===== src/rtl/xc_malu_muldiv_p_pkg.sv =====
// Shared constants for the xc_malu multiply/divide datapath: FSM encodings,
// uop one-hot codes, per-iteration step selectors and W-parametric special values.
package xc_malu_pkg;

  localparam logic [1:0] ST_IDLE = 2'd0;
  localparam logic [1:0] ST_RUN  = 2'd1;
  localparam logic [1:0] ST_DONE = 2'd2;

  localparam logic [2:0] UOP_MUL = 3'b001;
  localparam logic [2:0] UOP_DIV = 3'b010;
  localparam logic [2:0] UOP_REM = 3'b100;

  localparam logic [1:0] STEP_MUL   = 2'd0;
  localparam logic [1:0] STEP_CLMUL = 2'd1;
  localparam logic [1:0] STEP_DIV   = 2'd2;

  // Helpers return MAX_W-bit values; callers keep the low W bits.
  localparam int MAX_W = 256;

  function automatic logic [MAX_W-1:0] all_ones(input int w);
    logic [MAX_W-1:0] v;
    v = '0;
    for (int i = 0; i < MAX_W; i++) begin
      if (i < w) v[i] = 1'b1;
    end
    return v;
  endfunction

  function automatic logic [MAX_W-1:0] min_signed(input int w);
    logic [MAX_W-1:0] v;
    v = '0;
    for (int i = 0; i < MAX_W; i++) begin
      if (i == w - 1) v[i] = 1'b1;
    end
    return v;
  endfunction

endpackage


===== src/rtl/xc_malu_muldiv_p_if.sv =====
// Decode-side valid/ready/flush bundle of the multiply/divide unit.
interface xc_malu_muldiv_p_if #(
  parameter int W = 32
);
  logic           flush;
  logic           valid;
  logic [W-1:0]   rs1;
  logic [W-1:0]   rs2;
  logic           uop_mul;
  logic           uop_div;
  logic           uop_rem;
  logic           mod_lh_sign;
  logic           mod_rh_sign;
  logic           mod_carryless;
  logic [2*W-1:0] result;
  logic           ready;

  modport master (
    output flush, valid, rs1, rs2, uop_mul, uop_div, uop_rem,
           mod_lh_sign, mod_rh_sign, mod_carryless,
    input  result, ready
  );

  modport slave (
    input  flush, valid, rs1, rs2, uop_mul, uop_div, uop_rem,
           mod_lh_sign, mod_rh_sign, mod_carryless,
    output result, ready
  );
endinterface


===== src/rtl/xc_malu_muldiv_p_step.sv =====
// One combinational iteration of the datapath on the {hi, lo} accumulator pair:
// add-shift (mul), xor-shift (clmul) or restoring compare-subtract (div/rem).
module xc_malu_step
  import xc_malu_pkg::*;
#(
  parameter int W = 32
) (
  input  logic [1:0]   op_i,
  input  logic [W-1:0] hi_i,
  input  logic [W-1:0] lo_i,
  input  logic [W-1:0] b_i,
  output logic [W-1:0] hi_o,
  output logic [W-1:0] lo_o
);
  logic [W:0]   sum;
  logic [W-1:0] xorAcc;
  logic [W:0]   shifted;
  logic [W:0]   diff;

  // The partial remainder stays below the divisor, so diff[W] is a pure borrow flag.
  always_comb begin
    sum     = {1'b0, hi_i} + ({1'b0, b_i} & {(W + 1){lo_i[0]}});
    xorAcc  = hi_i ^ (b_i & {W{lo_i[0]}});
    shifted = {hi_i, lo_i[W-1]};
    diff    = shifted - {1'b0, b_i};
    hi_o    = hi_i;
    lo_o    = lo_i;
    case (op_i)
      STEP_MUL: begin
        hi_o = sum[W:1];
        lo_o = {sum[0], lo_i[W-1:1]};
      end
      STEP_CLMUL: begin
        hi_o = {1'b0, xorAcc[W-1:1]};
        lo_o = {xorAcc[0], lo_i[W-1:1]};
      end
      STEP_DIV: begin
        hi_o = diff[W] ? shifted[W-1:0] : diff[W-1:0];
        lo_o = {lo_i[W-2:0], ~diff[W]};
      end
      default: ;
    endcase
  end
endmodule


===== src/rtl/xc_malu_muldiv_p.sv =====
// Sequential multiply/divide unit: FSM, operand sign handling and result
// formatting around a BPC-deep chain of xc_malu_step iterations.
module xc_malu_muldiv_p
  import xc_malu_pkg::*;
#(
  parameter int W   = 32,
  parameter int BPC = 1
) (
  input  logic              clock,
  input  logic              resetn,
  xc_malu_muldiv_p_if.slave bus
);
  localparam int N  = W / BPC;
  localparam int CW = $clog2(N + 1);
  localparam logic [CW-1:0]    LAST      = CW'(N);
  localparam logic [MAX_W-1:0] ONES_FULL = all_ones(W);
  localparam logic [MAX_W-1:0] MIN_FULL  = min_signed(W);
  localparam logic [W-1:0]     ONES      = ONES_FULL[W-1:0];
  localparam logic [W-1:0]     MIN_S     = MIN_FULL[W-1:0];

  if ((W < 8) || (W % 2 != 0) || (W > MAX_W) ||
      !(BPC == 1 || BPC == 2 || BPC == 4 || BPC == 8) || (W % BPC != 0)) begin : g_bad_params
    $error("xc_malu_muldiv_p: illegal W/BPC combination");
  end

  logic [1:0]     state_q, state_d;
  logic [CW-1:0]  count_q, count_d;
  logic [W-1:0]   hi_q, hi_d, lo_q, lo_d, b_q, b_d;
  logic [1:0]     op_q, op_d;
  logic           legal_q, legal_d, isMul_q, isMul_d, isRem_q, isRem_d;
  logic           negRes_q, negRes_d, negRem_q, negRem_d;
  logic           divZero_q, divZero_d, ovf_q, ovf_d;
  logic [2*W-1:0] result_q, result_d, fmt;

  logic [2:0]     uopVec;
  logic           uopLegal, clmul, isDivRem, lhNeg, rhNeg;
  logic [W-1:0]   aMag, bMag;

  always_comb begin
    uopVec   = {bus.uop_rem, bus.uop_div, bus.uop_mul};
    uopLegal = (uopVec == UOP_MUL) || (uopVec == UOP_DIV) || (uopVec == UOP_REM);
    clmul    = (uopVec == UOP_MUL) && bus.mod_carryless;
    isDivRem = (uopVec == UOP_DIV) || (uopVec == UOP_REM);
    lhNeg    = bus.mod_lh_sign && !clmul && bus.rs1[W-1];
    rhNeg    = bus.mod_rh_sign && !clmul && bus.rs2[W-1];
    aMag     = lhNeg ? -bus.rs1 : bus.rs1;
    bMag     = rhNeg ? -bus.rs2 : bus.rs2;
  end

  logic [W-1:0] hiChain [BPC+1];
  logic [W-1:0] loChain [BPC+1];
  assign hiChain[0] = hi_q;
  assign loChain[0] = lo_q;

  for (genvar g = 0; g < BPC; g++) begin : g_step
    xc_malu_step #(.W(W)) u_step (
      .op_i (op_q),
      .hi_i (hiChain[g]),
      .lo_i (loChain[g]),
      .b_i  (b_q),
      .hi_o (hiChain[g+1]),
      .lo_o (loChain[g+1])
    );
  end

  // After N steps hi holds the remainder / upper product and lo the quotient / lower product.
  logic [2*W-1:0] prod, mulRes;
  logic [W-1:0]   quot, rem;
  always_comb begin
    prod   = {hi_q, lo_q};
    mulRes = negRes_q ? -prod : prod;
    quot   = negRes_q ? -lo_q : lo_q;
    rem    = negRem_q ? -hi_q : hi_q;
    if (divZero_q) quot = ONES;
    if (ovf_q) begin
      quot = MIN_S;
      rem  = '0;
    end
    if (!legal_q)     fmt = '0;
    else if (isMul_q) fmt = mulRes;
    else              fmt = {{W{1'b0}}, isRem_q ? rem : quot};
  end

  always_comb begin
    state_d   = state_q;
    count_d   = count_q;
    hi_d      = hi_q;
    lo_d      = lo_q;
    b_d       = b_q;
    op_d      = op_q;
    legal_d   = legal_q;
    isMul_d   = isMul_q;
    isRem_d   = isRem_q;
    negRes_d  = negRes_q;
    negRem_d  = negRem_q;
    divZero_d = divZero_q;
    ovf_d     = ovf_q;
    result_d  = result_q;
    case (state_q)
      ST_IDLE: begin
        if (bus.valid && !bus.flush) begin
          state_d   = ST_RUN;
          count_d   = '0;
          hi_d      = '0;
          lo_d      = aMag;
          b_d       = bMag;
          op_d      = clmul ? STEP_CLMUL : (isDivRem ? STEP_DIV : STEP_MUL);
          legal_d   = uopLegal;
          isMul_d   = (uopVec == UOP_MUL);
          isRem_d   = (uopVec == UOP_REM);
          negRes_d  = lhNeg ^ rhNeg;
          negRem_d  = lhNeg;
          divZero_d = (bus.rs2 == '0);
          ovf_d     = isDivRem && bus.mod_lh_sign && bus.mod_rh_sign &&
                      (bus.rs1 == MIN_S) && (bus.rs2 == ONES);
        end
      end
      ST_RUN: begin
        if (bus.flush || !bus.valid) begin
          state_d = ST_IDLE;
        end else if (count_q == LAST) begin
          state_d  = ST_DONE;
          result_d = fmt;
        end else begin
          hi_d    = hiChain[BPC];
          lo_d    = loChain[BPC];
          count_d = count_q + 1'b1;
        end
      end
      ST_DONE: begin
        if (bus.flush) state_d = ST_IDLE;
      end
      default: state_d = ST_IDLE;
    endcase
  end

  always_ff @(posedge clock or negedge resetn) begin
    if (!resetn) begin
      state_q   <= ST_IDLE;
      count_q   <= '0;
      hi_q      <= '0;
      lo_q      <= '0;
      b_q       <= '0;
      op_q      <= STEP_MUL;
      legal_q   <= 1'b0;
      isMul_q   <= 1'b0;
      isRem_q   <= 1'b0;
      negRes_q  <= 1'b0;
      negRem_q  <= 1'b0;
      divZero_q <= 1'b0;
      ovf_q     <= 1'b0;
      result_q  <= '0;
    end else begin
      state_q   <= state_d;
      count_q   <= count_d;
      hi_q      <= hi_d;
      lo_q      <= lo_d;
      b_q       <= b_d;
      op_q      <= op_d;
      legal_q   <= legal_d;
      isMul_q   <= isMul_d;
      isRem_q   <= isRem_d;
      negRes_q  <= negRes_d;
      negRem_q  <= negRem_d;
      divZero_q <= divZero_d;
      ovf_q     <= ovf_d;
      result_q  <= result_d;
    end
  end

  assign bus.ready  = (state_q == ST_DONE);
  assign bus.result = result_q;
endmodule


===== src/flat_wrapper.sv =====
// flat-port wrapper written by rule: the top's interface ports become plain ports
module xc_malu_muldiv_p_flat import xc_malu_pkg::*;
#(
  parameter int W   = 32,
  parameter int BPC = 1
)
  (clock, resetn, bus_flush, bus_valid, bus_rs1, bus_rs2, bus_uop_mul, bus_uop_div, bus_uop_rem, bus_mod_lh_sign, bus_mod_rh_sign, bus_mod_carryless, bus_result, bus_ready);
  xc_malu_muldiv_p_if #(.W(W)) bus_i ();
  input  logic clock;
  input  logic resetn;
  input wire logic [$bits(bus_i.flush)-1:0] bus_flush;
  input wire logic [$bits(bus_i.valid)-1:0] bus_valid;
  input wire logic [$bits(bus_i.rs1)-1:0] bus_rs1;
  input wire logic [$bits(bus_i.rs2)-1:0] bus_rs2;
  input wire logic [$bits(bus_i.uop_mul)-1:0] bus_uop_mul;
  input wire logic [$bits(bus_i.uop_div)-1:0] bus_uop_div;
  input wire logic [$bits(bus_i.uop_rem)-1:0] bus_uop_rem;
  input wire logic [$bits(bus_i.mod_lh_sign)-1:0] bus_mod_lh_sign;
  input wire logic [$bits(bus_i.mod_rh_sign)-1:0] bus_mod_rh_sign;
  input wire logic [$bits(bus_i.mod_carryless)-1:0] bus_mod_carryless;
  output wire logic [$bits(bus_i.result)-1:0] bus_result;
  output wire logic [$bits(bus_i.ready)-1:0] bus_ready;
  assign bus_i.flush = bus_flush;
  assign bus_i.valid = bus_valid;
  assign bus_i.rs1 = bus_rs1;
  assign bus_i.rs2 = bus_rs2;
  assign bus_i.uop_mul = bus_uop_mul;
  assign bus_i.uop_div = bus_uop_div;
  assign bus_i.uop_rem = bus_uop_rem;
  assign bus_i.mod_lh_sign = bus_mod_lh_sign;
  assign bus_i.mod_rh_sign = bus_mod_rh_sign;
  assign bus_i.mod_carryless = bus_mod_carryless;
  assign bus_result = bus_i.result;
  assign bus_ready = bus_i.ready;
  xc_malu_muldiv_p #(.W(W), .BPC(BPC)) u_core (.clock(clock), .resetn(resetn), .bus(bus_i));
endmodule

===== config.mk =====
export PLATFORM = sky130hd
export DESIGN_NAME = xc_malu_muldiv_p_flat
export DESIGN_NICKNAME = d
export VERILOG_FILES = /design/src/rtl/xc_malu_muldiv_p_pkg.sv /design/src/rtl/xc_malu_muldiv_p_if.sv /design/src/rtl/xc_malu_muldiv_p_step.sv /design/src/rtl/xc_malu_muldiv_p.sv /design/src/flat_wrapper.sv
export SDC_FILE = /design/constraint.sdc
export NUM_CORES = 1
export LEC_CHECK = 0
export CAP_MARGIN = 20
export CORE_MARGIN = 4
export CORE_UTILIZATION = 50
export CTS_CLUSTER_DIAMETER = 80
export CTS_CLUSTER_SIZE = 28
export DETAILED_ROUTE_END_ITERATION = 8
export DONT_BUFFER_PORTS = 1
export GPL_ROUTABILITY_DRIVEN = 0
export PLACE_DENSITY = 0.65
export SETUP_SLACK_MARGIN = 0.2
export SLEW_MARGIN = 20
export SYNTH_ARGS = -nofsm -noshare
export SYNTH_HDL_FRONTEND = slang
export SYNTH_SLANG_ARGS = --single-unit

===== constraint.sdc =====
create_clock -name clock -period 6 [get_ports clock]
set_input_delay 1.2 -clock clock [delete_from_list [all_inputs] [get_ports clock]]
set_output_delay 1.2 -clock clock [all_outputs]
set_load 0.03 [all_outputs]

-- Yosys cells after proc, flatten, opt, wreduce, memory -nomap -nowiden
Cells that the tools add are included.
- flip-flop bits (word level): 177
- input bits: 74
- output and inout bits: 65
- logic and storage cells: 103
- $add $sub $neg: 8
- equal/unequal tests: 16
- muxes and demuxes: 33
- bitwise gates (word level): 6
- reductions and logical operators: 26
- operator list (kind ; count):
    $mux 32 ; 15
    $mux 64 ; 3
    $pmux 32 s3 ; 2
    $neg 32->32 ; 4
    $pmux 32 s2 ; 2
    $eq 32x32->1 const B ; 2
    $neg 64->64 ; 1
    $add 32x33->33 ; 1
    $and 32x33->33 ; 1
    $sub 33x32->33 ; 1
    $and 32x32->32 ; 1
    $logic_not 32->1 ; 1
    $xor 32x32->32 ; 1
    $mux 6 ; 3
    $mux 2 ; 6
    $pmux 6 s2 ; 1
    $logic_and 1x1->1 ; 10
    $add 6x1->6 const B ; 1
    $eq 6x6->1 const B ; 1
    $ne 2x2->1 const B ; 3
    $pmux 2 s3 ; 1
    $reduce_and 3->1 ; 2
    $reduce_and 5->1 ; 1
    $eq 2x1->1 const B ; 2
    other kinds (15) ; 23

-- Longest topological paths before layout
Gate-level depths: netlist of the first run.
- depth after elaboration: 8
- mapped depth: 15

-- Cells and area by module
Synthesis of the first run repeated with hierarchy kept, for this count alone.
- cells, all modules: 2094
- area, all modules: 16301.9 µm²
- modules (own cells, without submodules) (module ; instances ; cells each ; area each (µm²) ; seq. area each (µm²)):
    xc_malu_muldiv_p ; 1 ; 1261 ; 10756.6 ; 4429.2
    xc_malu_step ; 1 ; 833 ; 5545.3 ; 0.0

-- Worst setup path after synthesis of the first run
Ideal clock, no wire load.
- kind: register -> register
- from: reg u_core.lo_q[31]
- to: reg u_core.hi_q[15]
- library setup time: 142 ps
- data arrival time: 3285 ps
- required time: 5858 ps
- slack: 2573 ps
- cell stages (with the launch flop): 16
- buffers on the path: 3
- period minus slack after synthesis: 3427 ps
- path through: dfrtp_1 > inv_1 > ha_1 > fa_1 > nand2b_1 > a21oi_1 > o211ai_1 > a21oi_1 > a41o_1 > clkbuf_1 > a41o_1 > clkbuf_1 > clkbuf_1 > nor3_1 > a21oi_1 > o221ai_1
- longest elaborated chain between the ends: 6
- RTL lines (what ; line ; RTL):
    start: declaration ; xc_malu_muldiv_p.sv:28 ; logic [W-1:0] hi_q, hi_d, lo_q, lo_d, b_q, b_d;
    start signal: assignment ; xc_malu_muldiv_p.sv:157 ; lo_q <= lo_d;
    $sub 33x32->33 ; xc_malu_muldiv_p_step.sv:25 ; diff = shifted - {1'b0, b_i};
    $mux 32 ; xc_malu_muldiv_p_step.sv:38 ; hi_o = diff[W] ? shifted[W-1:0] : diff[W-1:0];
    $pmux 32 s3 ; xc_malu_muldiv_p_step.sv:28 ; case (op_i)
    $mux 32 ; xc_malu_muldiv_p.sv:121 ; end else if (count_q == LAST) begin
    $mux 32 ; xc_malu_muldiv_p.sv:119 ; if (bus.flush || !bus.valid) begin
    $pmux 32 s2 ; xc_malu_muldiv_p.sv:99 ; case (state_q)
    end signal: assignment ; xc_malu_muldiv_p.sv:156 ; hi_q <= hi_d;
    end: declaration ; xc_malu_muldiv_p.sv:28 ;
No other way between the ends. The select of a mux whose other input is x is not followed.
A chain may end at the register's enable or synchronous reset.

-- Final worst setup path of the first run
- from: reg u_core.lo_q[31]
- to: reg u_core.hi_q[1]
Same word-level chain as after synthesis.

==> summary.log, run 1 <==
INFO  status         status=finished clean
INFO  timing         clock-skew-final=16.0ps
INFO  timing         finalCritPeriodShare=0.767
INFO  cts            cts_hold_buf=0
INFO  global_routing grtUsageTotal=0.302
INFO  cts            number_of_buffers_inserted_by_post_cts_setup_repair=0
INFO  logic_synthesis synth.area.top_cells=sky130_fd_sc_hd__dfrtp_1 (29%), sky130_fd_sc_hd__xor2_1 (6.2%), sky130_fd_sc_hd__o21ai_0 (6.1%)
INFO  timing         hold_viol_final=0
INFO  logic_synthesis synth_area_per_cell=7.88um2
INFO  setup_path     crit_path_cell_trace=inv_1, ha_1, fa_1, nand2b_1, a21oi_1, o211ai_1, a21oi_1, a41o_1, a41o_1, nor2_1, buf_4, a2111oi_0, a221o_1
INFO  global_routing grt_pass1_vias=14000
INFO  timing         maxSlewViolCount=0
INFO  cts            clock_tree.buffer_depth=2
INFO  setup_path     criticalPathCategory=reg2reg
INFO  setup_path     timing.reg2reg.worst_path_depth=13
INFO  setup_path     path_max_fanout=22
INFO  logic_synthesis synth_cells=1952
INFO  logic_synthesis synth_top_area_share=0.288
INFO  timing         finalCriticalPeriod=4600ps
INFO  timing         setup_viol=0
INFO  detailed_routing dr.pass1.iters=7
INFO  setup_path     path_buf_inv=2
INFO  cts            cts_tree=yes
INFO  placement      place_hpwl=38500um
INFO  logic_synthesis synthArstFlopShare=1.00
INFO  setup_path     critical_path.endpoint_type=flip-flop
INFO  power_and_ir_drop power.total=4.49mW
INFO  timing         setup_repair_after_global_routing_missed_its_margin=false
INFO  timing         worst-slew-pin-transition=990ps
INFO  setup_path     crit_path_start_kind=flip-flop
INFO  global_routing antenna_violations_before_repair=0
INFO  logic_synthesis yosysTopAreaCell=sky130_fd_sc_hd__dfrtp_1
INFO  timing         clock.fmax=217MHz
INFO  detailed_routing drt-total-wl=52000um
INFO  timing         timing.max_slew.rel_slack=0.340
INFO  run            timing.max_cap.violations=0
INFO  finish         drive_gt1_frac=0.0496
INFO  detailed_routing number_of_vias_per_cell=6.64
INFO  logic_synthesis largest_family_of_logic_cells_by_synthesized_area=compound AO/OA/AOI/OAI gates
INFO  detailed_routing drcViolationCount=0
INFO  setup_path     ff_to_ff_end=u_core.hi_q[1]
INFO  finish         synthesis_to_layout_area_growth=5.10%
INFO  setup_path     crit_arrival=4980ps
INFO  finish         fillerInstances=2856
INFO  min_path       worst_hold_path_type=in2async
INFO  logic_synthesis synthesis.area=15400um2
INFO  logic_synthesis yosys_most_used_dff=sky130_fd_sc_hd__dfrtp_1
INFO  power_and_ir_drop power.density_cell_area=278nW/um2
INFO  setup_path     critPathMaxStageDelay=810ps
INFO  logic_synthesis netlist_top_cells_count=sky130_fd_sc_hd__nand2_1 (236), sky130_fd_sc_hd__o21ai_0 (188), sky130_fd_sc_hd__dfrtp_1 (177)
INFO  detailed_routing wire_per_inst=23.0um
INFO  setup_path     timing.rr.start=u_core.lo_q[31]
INFO  logic_synthesis ys_seq_area_frac=0.288
INFO  logic_synthesis yosys.area_share.adder=0.0628
INFO  timing         final.setup.tns=0ps
INFO  cts            cts-resized-gates=0
INFO  logic_synthesis synth_nets=2102
INFO  cts            cts.htree.levels=4
INFO  setup_path     cp_top_family=compound AO/OA/AOI/OAI gates
INFO  die            floorplan.rows=63
INFO  detailed_routing vias=15000
INFO  power_and_ir_drop power.static_leakage=7.21nW
INFO  die            total_die_area=33600um2
INFO  setup_path     setup.reg_to_reg.worst_slack=1400ps
INFO  setup_path     required=6370ps
INFO  logic_synthesis synth_edf_count=0
INFO  cts            numClockSinks=177
INFO  logic_synthesis postSynthRegisterBits=177
INFO  finish         num_antenna_cells=0
INFO  logic_synthesis synth_compound_area_frac=0.286
INFO  logic_synthesis synthXorXnorAreaFrac=0.112
INFO  setup_path     cpMaxStageDelayCell=sky130_fd_sc_hd__a41o_1
INFO  cts            worstSkewPairLatency=450ps
INFO  global_routing maximum_number_of_pins_on_one_net_before_global_route_repair=178
INFO  die            floorplan.io_pins=139
INFO  die            start_util=0.513
INFO  detailed_routing ant_nets=0
INFO  die            die_w=183um
INFO  cts            clockRootBuffer=sky130_fd_sc_hd__clkbuf_16
INFO  die            floorplan.die.height=183um
INFO  cts            clk_pin_slew=80ps
INFO  logic_synthesis synth_simple_gate_area_frac=0.193
INFO  logic_synthesis synth.mux.area_fraction=0.00659
INFO  global_routing global_route.overflow_total=0
INFO  placement      portBuffers=0
INFO  cts            numCtsBuffers=17
INFO  detailed_routing drt_iter0_drc=1844
INFO  finish         final_net_count=2013
INFO  logic_synthesis ys_warn_count=0
INFO  global_routing grt_pass1_wl=81100um
INFO  die            core_area=30000um2
INFO  power_and_ir_drop vdd_ir_drop_max=0.233mV
INFO  logic_synthesis synth.most_common_cell=sky130_fd_sc_hd__nand2_1
INFO  logic_synthesis netlist-cell-type-count=76
-- sequential cells by signal, summed over array words and instances, names as in the netlist, 2 cells and up --
name	cells
u_core.b_q	32
u_core.count_q	6
u_core.bus.result	64
u_core.hi_q	32
u_core.lo_q	32
u_core.op_q	2
u_core.state_q	2
-- layer usage --
metal / routed length [um] / up-vias / global-route usage
met5: 0 / - / 0
met4: 1700 / 0 / 0.0885
met3: 5110 / 89 / 0.0641
met2: 22600 / 779 / 0.451
met1: 22700 / 7229 / 0.442
li1: - / 6949 / -
-- power breakdown --
| part | total, mW | internal, mW | switching (mW) |
|---|---|---|---|
| Sequential | 1.49 | 1.30 | 0.190 |
| Combinational | 1.82 | 0.653 | 1.16 |
| Clock | 1.19 | 0.603 | 0.583 |
-- cells in the final DEF, fill, tap and decap left out, types with 32 or more instances in the layout --
master                       n
sky130_fd_sc_hd__a211oi_1   32
sky130_fd_sc_hd__nor2_1    117
sky130_fd_sc_hd__a21o_1     77
sky130_fd_sc_hd__o31ai_1    33
sky130_fd_sc_hd__inv_1      73
sky130_fd_sc_hd__dfrtp_1   177
sky130_fd_sc_hd__a21oi_1   115
sky130_fd_sc_hd__nand2_1   235
sky130_fd_sc_hd__nand3_1    41
sky130_fd_sc_hd__xnor2_1    87
sky130_fd_sc_hd__ha_1       74
sky130_fd_sc_hd__nor3_1     41
sky130_fd_sc_hd__xor2_1    108
sky130_fd_sc_hd__o21ai_0   188
sky130_fd_sc_hd__a221oi_1   61
-- cells by family after synthesis --
family          after synthesis
xor+xnor                    196
simple gates                612
mux                          10
compound gates              675
fa+ha+maj                    76
flops                       177
buf+inv                     206
-- layout make-up --
type                            instances  area (um2)  area share
Inverter                               74         278      0.0172
Multi-Input combinational cell       1569       10200       0.630
Timing Repair Buffer                   24         180      0.0111
Sequential cell                       177        4430       0.274
Clock inverter                         15         186      0.0115
Tap cell                              390         488      0.0302
Clock buffer                           17         425      0.0263
-- how the worst max path moves through the flow --
stage                    startpoint         endpoint  slack [ps]  cells after the start
floorplan           u_core.lo_q[31]  u_core.hi_q[15]        2570                     15
detailed placement  u_core.lo_q[31]   u_core.hi_q[1]        1580                     13
finish              u_core.lo_q[31]   u_core.hi_q[1]        1400                     13
CTS                 u_core.lo_q[31]   u_core.hi_q[1]        1510                     13
global route        u_core.lo_q[31]   u_core.hi_q[1]        1100                     13
global placement    u_core.lo_q[31]   u_core.hi_q[1]        1690                     13
-- per-stage QoR --
step,util,instance area (um2),hold slack (ps),setup WS [ps],instances
floorplan,-,15400,444,2570,1952
global placement,0.519,15500,464,1690,2234
detailed placement,0.519,15500,471,1580,2234
CTS,0.540,16200,449,1510,2266
global route,0.540,16200,439,1100,2266
finish,0.540,16200,454,1400,2266
Note: power is estimated with default switching activity, not from simulation.
==> inputs of run 2 (changes only) <==
clock period = 4.45 ns   (was 6 ns; I/O delays follow)
==> summary.log, run 2 (synthesized netlist as in run 1, its figures left out) <==
INFO  timing         finalCritPeriodShare=0.891 [was 0.767]
INFO  run            timing.max_cap.violations=0 [unchanged]
INFO  timing         worst-slew-pin-transition=954ps [was 990 ps]
INFO  placement      place_hpwl=38900um [was 38500 um]
INFO  cts            clk_pin_slew=90ps [was 80 ps]
INFO  power_and_ir_drop power.static_leakage=7.35nW [was 7.21 nW]
INFO  cts            numClockSinks=177 [unchanged]
INFO  finish         fillerInstances=2885 [was 2856]
INFO  power_and_ir_drop power.density_cell_area=373nW/um2 [was 278 nW/um2]
INFO  setup_path     crit_path_start_kind=flip-flop [unchanged]
INFO  detailed_routing wire_per_inst=22.8um [was 23.0 um]
INFO  timing         setup_viol=0 [unchanged]
INFO  die            floorplan.io_pins=139 [unchanged]
INFO  die            floorplan.die.height=183um [unchanged]
INFO  setup_path     required=4780ps [was 6370 ps]
INFO  timing         clock-skew-final=17.8ps [was 16.0 ps]
INFO  cts            clock_tree.buffer_depth=2 [unchanged]
INFO  die            start_util=0.513 [unchanged]
INFO  timing         timing.max_slew.rel_slack=0.364 [was 0.340]
INFO  detailed_routing vias=15200 [was 15000]
INFO  setup_path     critical_path.endpoint_type=flip-flop [unchanged]
INFO  min_path       worst_hold_path_type=in2async [unchanged]
INFO  cts            worstSkewPairLatency=450ps [about the same]
INFO  timing         maxSlewViolCount=0 [unchanged]
INFO  power_and_ir_drop power.total=6.12mW [was 4.49 mW]
INFO  finish         final_core_utilization=0.547 [was 0.540]
INFO  finish         drive_gt1_frac=0.0631 [was 0.0496]
INFO  global_routing grt_pass1_vias=14400 [was 14000]
INFO  global_routing antenna_violations_before_repair=0 [unchanged]
INFO  finish         largest_register_ff_count=64 [unchanged]
INFO  cts            clockRootBuffer=sky130_fd_sc_hd__clkbuf_16 [unchanged]
INFO  cts            cts.htree.levels=4 [unchanged]
INFO  power_and_ir_drop vdd_ir_drop_max=0.283mV [was 0.233 mV]
INFO  timing         setup_repair_after_global_routing_missed_its_margin=false [unchanged]
INFO  detailed_routing drt-total-wl=52200um [was 52000 um]
INFO  detailed_routing dr.pass1.iters=6 [was 7]
INFO  cts            cts-resized-gates=0 [unchanged]
INFO  setup_path     path_max_fanout=9 [was 22]
INFO  global_routing maximum_number_of_pins_on_one_net_before_global_route_repair=178 [unchanged]
INFO  timing         hold_viol_final=0 [unchanged]
INFO  global_routing global_route.overflow_total=0 [unchanged]
INFO  finish         num_antenna_cells=0 [unchanged]
INFO  finish         final_net_count=2040 [was 2013]
INFO  detailed_routing ant_nets=0 [unchanged]
INFO  finish         final_cell_mix=sky130_fd_sc_hd__nand2_1 (235), sky130_fd_sc_hd__o21ai_0 (188), sky130_fd_sc_hd__dfrtp_1 (177) [unchanged]
INFO  finish         layout_commonest_cell=sky130_fd_sc_hd__nand2_1 [unchanged]
INFO  detailed_routing drt_iter0_drc=1603 [was 1844]
INFO  die            die_w=183um [unchanged]
INFO  cts            cts_tree=yes [unchanged]
INFO  global_routing grt_pass1_wl=81900um [was 81100 um]
INFO  timing         final.setup.tns=0ps [unchanged]
INFO  die            core_area=30000um2 [unchanged]
INFO  die            total_die_area=33600um2 [unchanged]
INFO  timing         finalCriticalPeriod=3970ps [was 4600 ps]
INFO  timing         clock.fmax=252MHz [was 217 MHz]
INFO  status         status=finished clean [unchanged]
INFO  setup_path     setup.reg_to_reg.worst_slack=480ps [was 1400 ps]
INFO  cts            number_of_buffers_inserted_by_post_cts_setup_repair=0 [unchanged]
INFO  detailed_routing number_of_vias_per_cell=6.63 [was 6.64]
INFO  cts            cts_hold_buf=0 [unchanged]
INFO  die            floorplan.rows=63 [unchanged]
INFO  finish         synthesis_to_layout_area_growth=6.56% [was 5.10%]
INFO  placement      portBuffers=0 [unchanged]
INFO  setup_path     crit_arrival=4300ps [was 4980 ps]
INFO  setup_path     criticalPathCategory=reg2reg [unchanged]
INFO  detailed_routing drcViolationCount=0 [unchanged]
INFO  global_routing grtUsageTotal=0.304 [was 0.302]
INFO  cts            numCtsBuffers=17 [unchanged]
==> run 2: routing by layer <==
layer,GRT usage,vias to the layer above,part of all wire
li1,-,7006,-
met1,0.426,7338,0.43
met2,0.461,757,0.43
met3,0.0805,110,0.10
met4,0.0983,0,0.034
met5,0,-,0
==> run 2: power breakdown <==
group,switching (mW),internal (mW),total [mW]
logic,1.59,0.915,2.51
registers,0.225,1.75,1.97
clock network,0.857,0.780,1.64
==> run 2: worst paths after layout <==
kind | from | to | cells after the start
worst min-delay path | resetn | u_core.b_q[21] | 0
min in group clock | u_core.b_q[19] | u_core.b_q[19] | 2
worst max register to register | u_core.lo_q[31] | u_core.hi_q[22] | 12
max in group asynchronous | resetn | u_core.b_q[15] | 0
worst min register to register | u_core.b_q[19] | u_core.b_q[19] | 2
worst max-delay path | u_core.lo_q[31] | u_core.hi_q[22] | 12
==> run 2: per-stage QoR <==
step	area, um2	hold slack, ps	instances	setup slack (ps)
after floorplan	15400	444	1952	1020
after global placement	15800	464	2261	691
after detailed placement	15800	472	2261	562
after CTS	16400	131	2293	531
after global routing	16400	124	2293	216
final	16400	140	2293	484
==> run 2: critical path, stage by stage (launching register included) <==
cell                       delay (ps)
sky130_fd_sc_hd__dfrtp_1          430
sky130_fd_sc_hd__inv_1            100
sky130_fd_sc_hd__ha_1             230
sky130_fd_sc_hd__fa_1             380
sky130_fd_sc_hd__nand2b_1         200
sky130_fd_sc_hd__a21oi_1          220
sky130_fd_sc_hd__o211ai_1         220
sky130_fd_sc_hd__a21oi_1          340
sky130_fd_sc_hd__a41o_1           420
sky130_fd_sc_hd__o31a_1           380
sky130_fd_sc_hd__nand3_1          350
sky130_fd_sc_hd__o221a_2          400
sky130_fd_sc_hd__o31ai_1          190
==> run 2: cell type report <==
class	count	area [um2]	share of cell area
Clock buffer	17	425	0.0260
Clock inverter	15	195	0.0119
Inverter	74	278	0.0170
Multi-Input combinational cell	1569	10200	0.621
Sequential cell	177	4430	0.270
Tap cell	390	488	0.0298
Timing Repair Buffer	51	395	0.0241
==> inputs of run 3 (changes only) <==
CORE_UTILIZATION = 45   (was 50)
PLACE_DENSITY = 0.6   (was 0.65)
TNS_END_PERCENT = 10   (was not set)
==> summary.log, run 3 (synthesized netlist as in run 1, its figures left out) <==
INFO  global_routing antenna_violations_before_repair=0 [unchanged]
INFO  detailed_routing vias=15100 [was 15200]
INFO  cts            number_of_buffers_inserted_by_post_cts_setup_repair=0 [unchanged]
INFO  finish         final_core_utilization=0.490 [was 0.547]
INFO  cts            numClockSinks=177 [unchanged]
INFO  timing         worst-slew-pin-transition=1130ps [was 954 ps]
INFO  cts            clockRootBuffer=sky130_fd_sc_hd__clkbuf_16 [unchanged]
INFO  setup_path     criticalPathCategory=reg2reg [unchanged]
INFO  global_routing grt_busiest_layer=met1 [was met2]
INFO  timing         maxSlewViolCount=0 [unchanged]
INFO  detailed_routing drcViolationCount=0 [unchanged]
INFO  detailed_routing wire_per_inst=23.0um [was 22.8 um]
INFO  detailed_routing ant_nets=0 [unchanged]
INFO  timing         finalCriticalPeriod=3940ps [was 3970 ps]
INFO  setup_path     crit_path_start_kind=flip-flop [unchanged]
INFO  die            total_die_area=37200um2 [was 33600 um2]
INFO  cts            clock_tree.buffer_depth=2 [unchanged]
INFO  global_routing maximum_number_of_pins_on_one_net_before_global_route_repair=178 [unchanged]
INFO  die            start_util=0.457 [was 0.513]
INFO  global_routing grtUsageTotal=0.290 [was 0.304]
INFO  power_and_ir_drop power.density_cell_area=368nW/um2 [was 373 nW/um2]
INFO  finish         final_net_count=2046 [was 2040]
INFO  finish         largest_register_ff_count=64 [unchanged]
INFO  finish         drive_gt1_frac=0.0655 [was 0.0631]
INFO  cts            worstSkewPairLatency=470ps [was 450 ps]
INFO  detailed_routing number_of_vias_per_cell=6.41 [was 6.63]
INFO  die            floorplan.die.height=193um [was 183 um]
INFO  detailed_routing drt_iter0_drc=1734 [was 1603]
INFO  cts            numCtsBuffers=17 [unchanged]
INFO  power_and_ir_drop power.static_leakage=7.38nW [was 7.35 nW]
INFO  global_routing globalRouteMet1Util=0.428 [was 0.426]
INFO  global_routing met2_use_gr=0.424 [was 0.461]
INFO  die            core_area=33600um2 [was 30000 um2]
INFO  detailed_routing drt-total-wl=54100um [was 52200 um]
INFO  setup_path     required=4860ps [was 4780 ps]
INFO  finish         final_design_area_no_fill=16500um2 [was 16400 um2]
INFO  run            timing.max_cap.violations=0 [unchanged]
INFO  timing         final.setup.tns=0ps [unchanged]
INFO  timing         setup_repair_after_global_routing_missed_its_margin=false [unchanged]
INFO  global_routing grt_use_met3=0.0619 [was 0.0805]
INFO  placement      placed_cell_area=15900um2 [was 15800 um2]
INFO  cts            cts_tree=yes [unchanged]
INFO  finish         fillerInstances=3299 [was 2885]
INFO  status         status=finished clean [unchanged]
INFO  finish         synthesis_to_layout_area_growth=7.20% [was 6.56%]
INFO  setup_path     path_max_fanout=13 [was 9]
INFO  setup_path     crit_arrival=4350ps [was 4300 ps]
INFO  global_routing global_route.overflow_total=0 [unchanged]
INFO  timing         clock-skew-final=17.2ps [was 17.8 ps]
INFO  timing         finalCritPeriodShare=0.886 [was 0.891]
INFO  timing         clock.fmax=254MHz [was 252 MHz]
INFO  finish         final_cell_mix=sky130_fd_sc_hd__nand2_1 (235), sky130_fd_sc_hd__o21ai_0 (187), sky130_fd_sc_hd__dfrtp_1 (176) [was sky130_fd_sc_hd__nand2_1 (235), sky130_fd_sc_hd__o21ai_0 (188), sky130_fd_sc_hd__dfrtp_1 (177)]
INFO  die            die_w=193um [was 183 um]
INFO  placement      portBuffers=0 [unchanged]
INFO  min_path       worst_hold_path_type=in2async [unchanged]
INFO  finish         layout_commonest_cell=sky130_fd_sc_hd__nand2_1 [unchanged]
INFO  global_routing grt_pass1_wl=83800um [was 81900 um]
INFO  timing         hold_viol_final=0 [unchanged]
INFO  setup_path     timing.reg2reg.worst_path_depth=13 [was 12]
INFO  placement      place_hpwl=40300um [was 38900 um]
INFO  cts            clk_pin_slew=80ps [was 90 ps]
INFO  timing         timing.max_slew.rel_slack=0.246 [was 0.364]
INFO  setup_path     critical_path.endpoint_type=flip-flop [unchanged]
INFO  timing         setup_viol=0 [unchanged]
INFO  finish         num_antenna_cells=0 [unchanged]
INFO  die            floorplan.rows=67 [was 63]
INFO  global_routing grt_pass1_vias=14100 [was 14400]
INFO  die            floorplan.io_pins=139 [unchanged]
INFO  power_and_ir_drop power.total=6.06mW [was 6.12 mW]
INFO  cts            cts.htree.levels=4 [unchanged]
INFO  power_and_ir_drop vdd_ir_drop_max=0.315mV [was 0.283 mV]
INFO  detailed_routing dr.pass1.iters=8 [was 6]
[run 3: changes by cell type in the layout (fill, tap and decap cells not counted), moves of 2 or more]
cell,previous run,this run
sky130_fd_sc_hd__inv_12,3,0
sky130_fd_sc_hd__clkinv_8,4,0
sky130_fd_sc_hd__inv_8,5,2
sky130_fd_sc_hd__inv_6,1,3
sky130_fd_sc_hd__clkbuf_8,0,3
sky130_fd_sc_hd__clkinv_4,1,3
sky130_fd_sc_hd__buf_4,50,55
[run 3: routing by layer]
metal,vias to the layer above,routed length (um)
met2,714,23200
met4,0,1530
met3,97,5010
li1,7025,-
met5,-,0
met1,7284,24400
[run 3: path summary, 6_finish.rpt]
path / start / end / slack (ps)
max reg2reg: u_core.lo_q[31] / u_core.hi_q[1] / 510
min: resetn / u_core.b_q[21] / 120
min reg2reg: u_core.b_q[13] / u_core.b_q[13] / 480
min in group clock: u_core.b_q[13] / u_core.b_q[13] / 480
max in group asynchronous: resetn / u_core.hi_q[10] / 3880
max: u_core.lo_q[31] / u_core.hi_q[1] / 510
[run 3: area by class of cell]
| class | count | area [um2] | share of cell area |
|---|---|---|---|
| multi-input combinational | 1569 | 10200 | 0.617 |
| sequential | 177 | 4430 | 0.269 |
| tap | 448 | 561 | 0.0340 |
| clock buffer | 21 | 470 | 0.0285 |
| timing repair buffer | 57 | 453 | 0.0275 |
| inverter | 74 | 278 | 0.0169 |
| clock inverter | 11 | 120 | 0.00729 |
[run 3: power breakdown]
part           total, mW  switching, mW  internal [mW]
clock network       1.56          0.730          0.831
registers           1.98          0.230           1.75
logic               2.52           1.60          0.926
total               6.06           2.56           3.51
[run 3: through the flow]
| stage | setup slack (ps) | hold WS, ps | cells |
|---|---|---|---|
| 6_report | 509 | 120 | 2357 |
| 3_5_place_dp | 568 | 470 | 2325 |
| 2_1_floorplan | 1020 | 444 | 1952 |
| 5_1_grt | 211 | 110 | 2357 |
| 4_1_cts | 559 | 119 | 2357 |
| 3_3_place_gp | 680 | 463 | 2325 |
[run 3: worst max-delay path: stages (launching register included)]
cell and delay [ps]:
sky130_fd_sc_hd__dfrtp_1 450, sky130_fd_sc_hd__inv_1 130, sky130_fd_sc_hd__ha_1 180, sky130_fd_sc_hd__fa_1 190, sky130_fd_sc_hd__nand2b_1 150, sky130_fd_sc_hd__a21oi_1 110, sky130_fd_sc_hd__o211ai_1 350, sky130_fd_sc_hd__a21oi_1 200
sky130_fd_sc_hd__a41o_1 390, sky130_fd_sc_hd__o31ai_2 740, sky130_fd_sc_hd__nor2_1 110, sky130_fd_sc_hd__buf_4 250, sky130_fd_sc_hd__a2111oi_0 460, sky130_fd_sc_hd__a221o_1 180
[run 3: what timing repair did]
item | CTS | global route
resized for setup | 0 | 1
hold buffers | 0 | 0
endpoints found under the hold margin | 0 | 0
setup endpoints to repair | 0 | 1
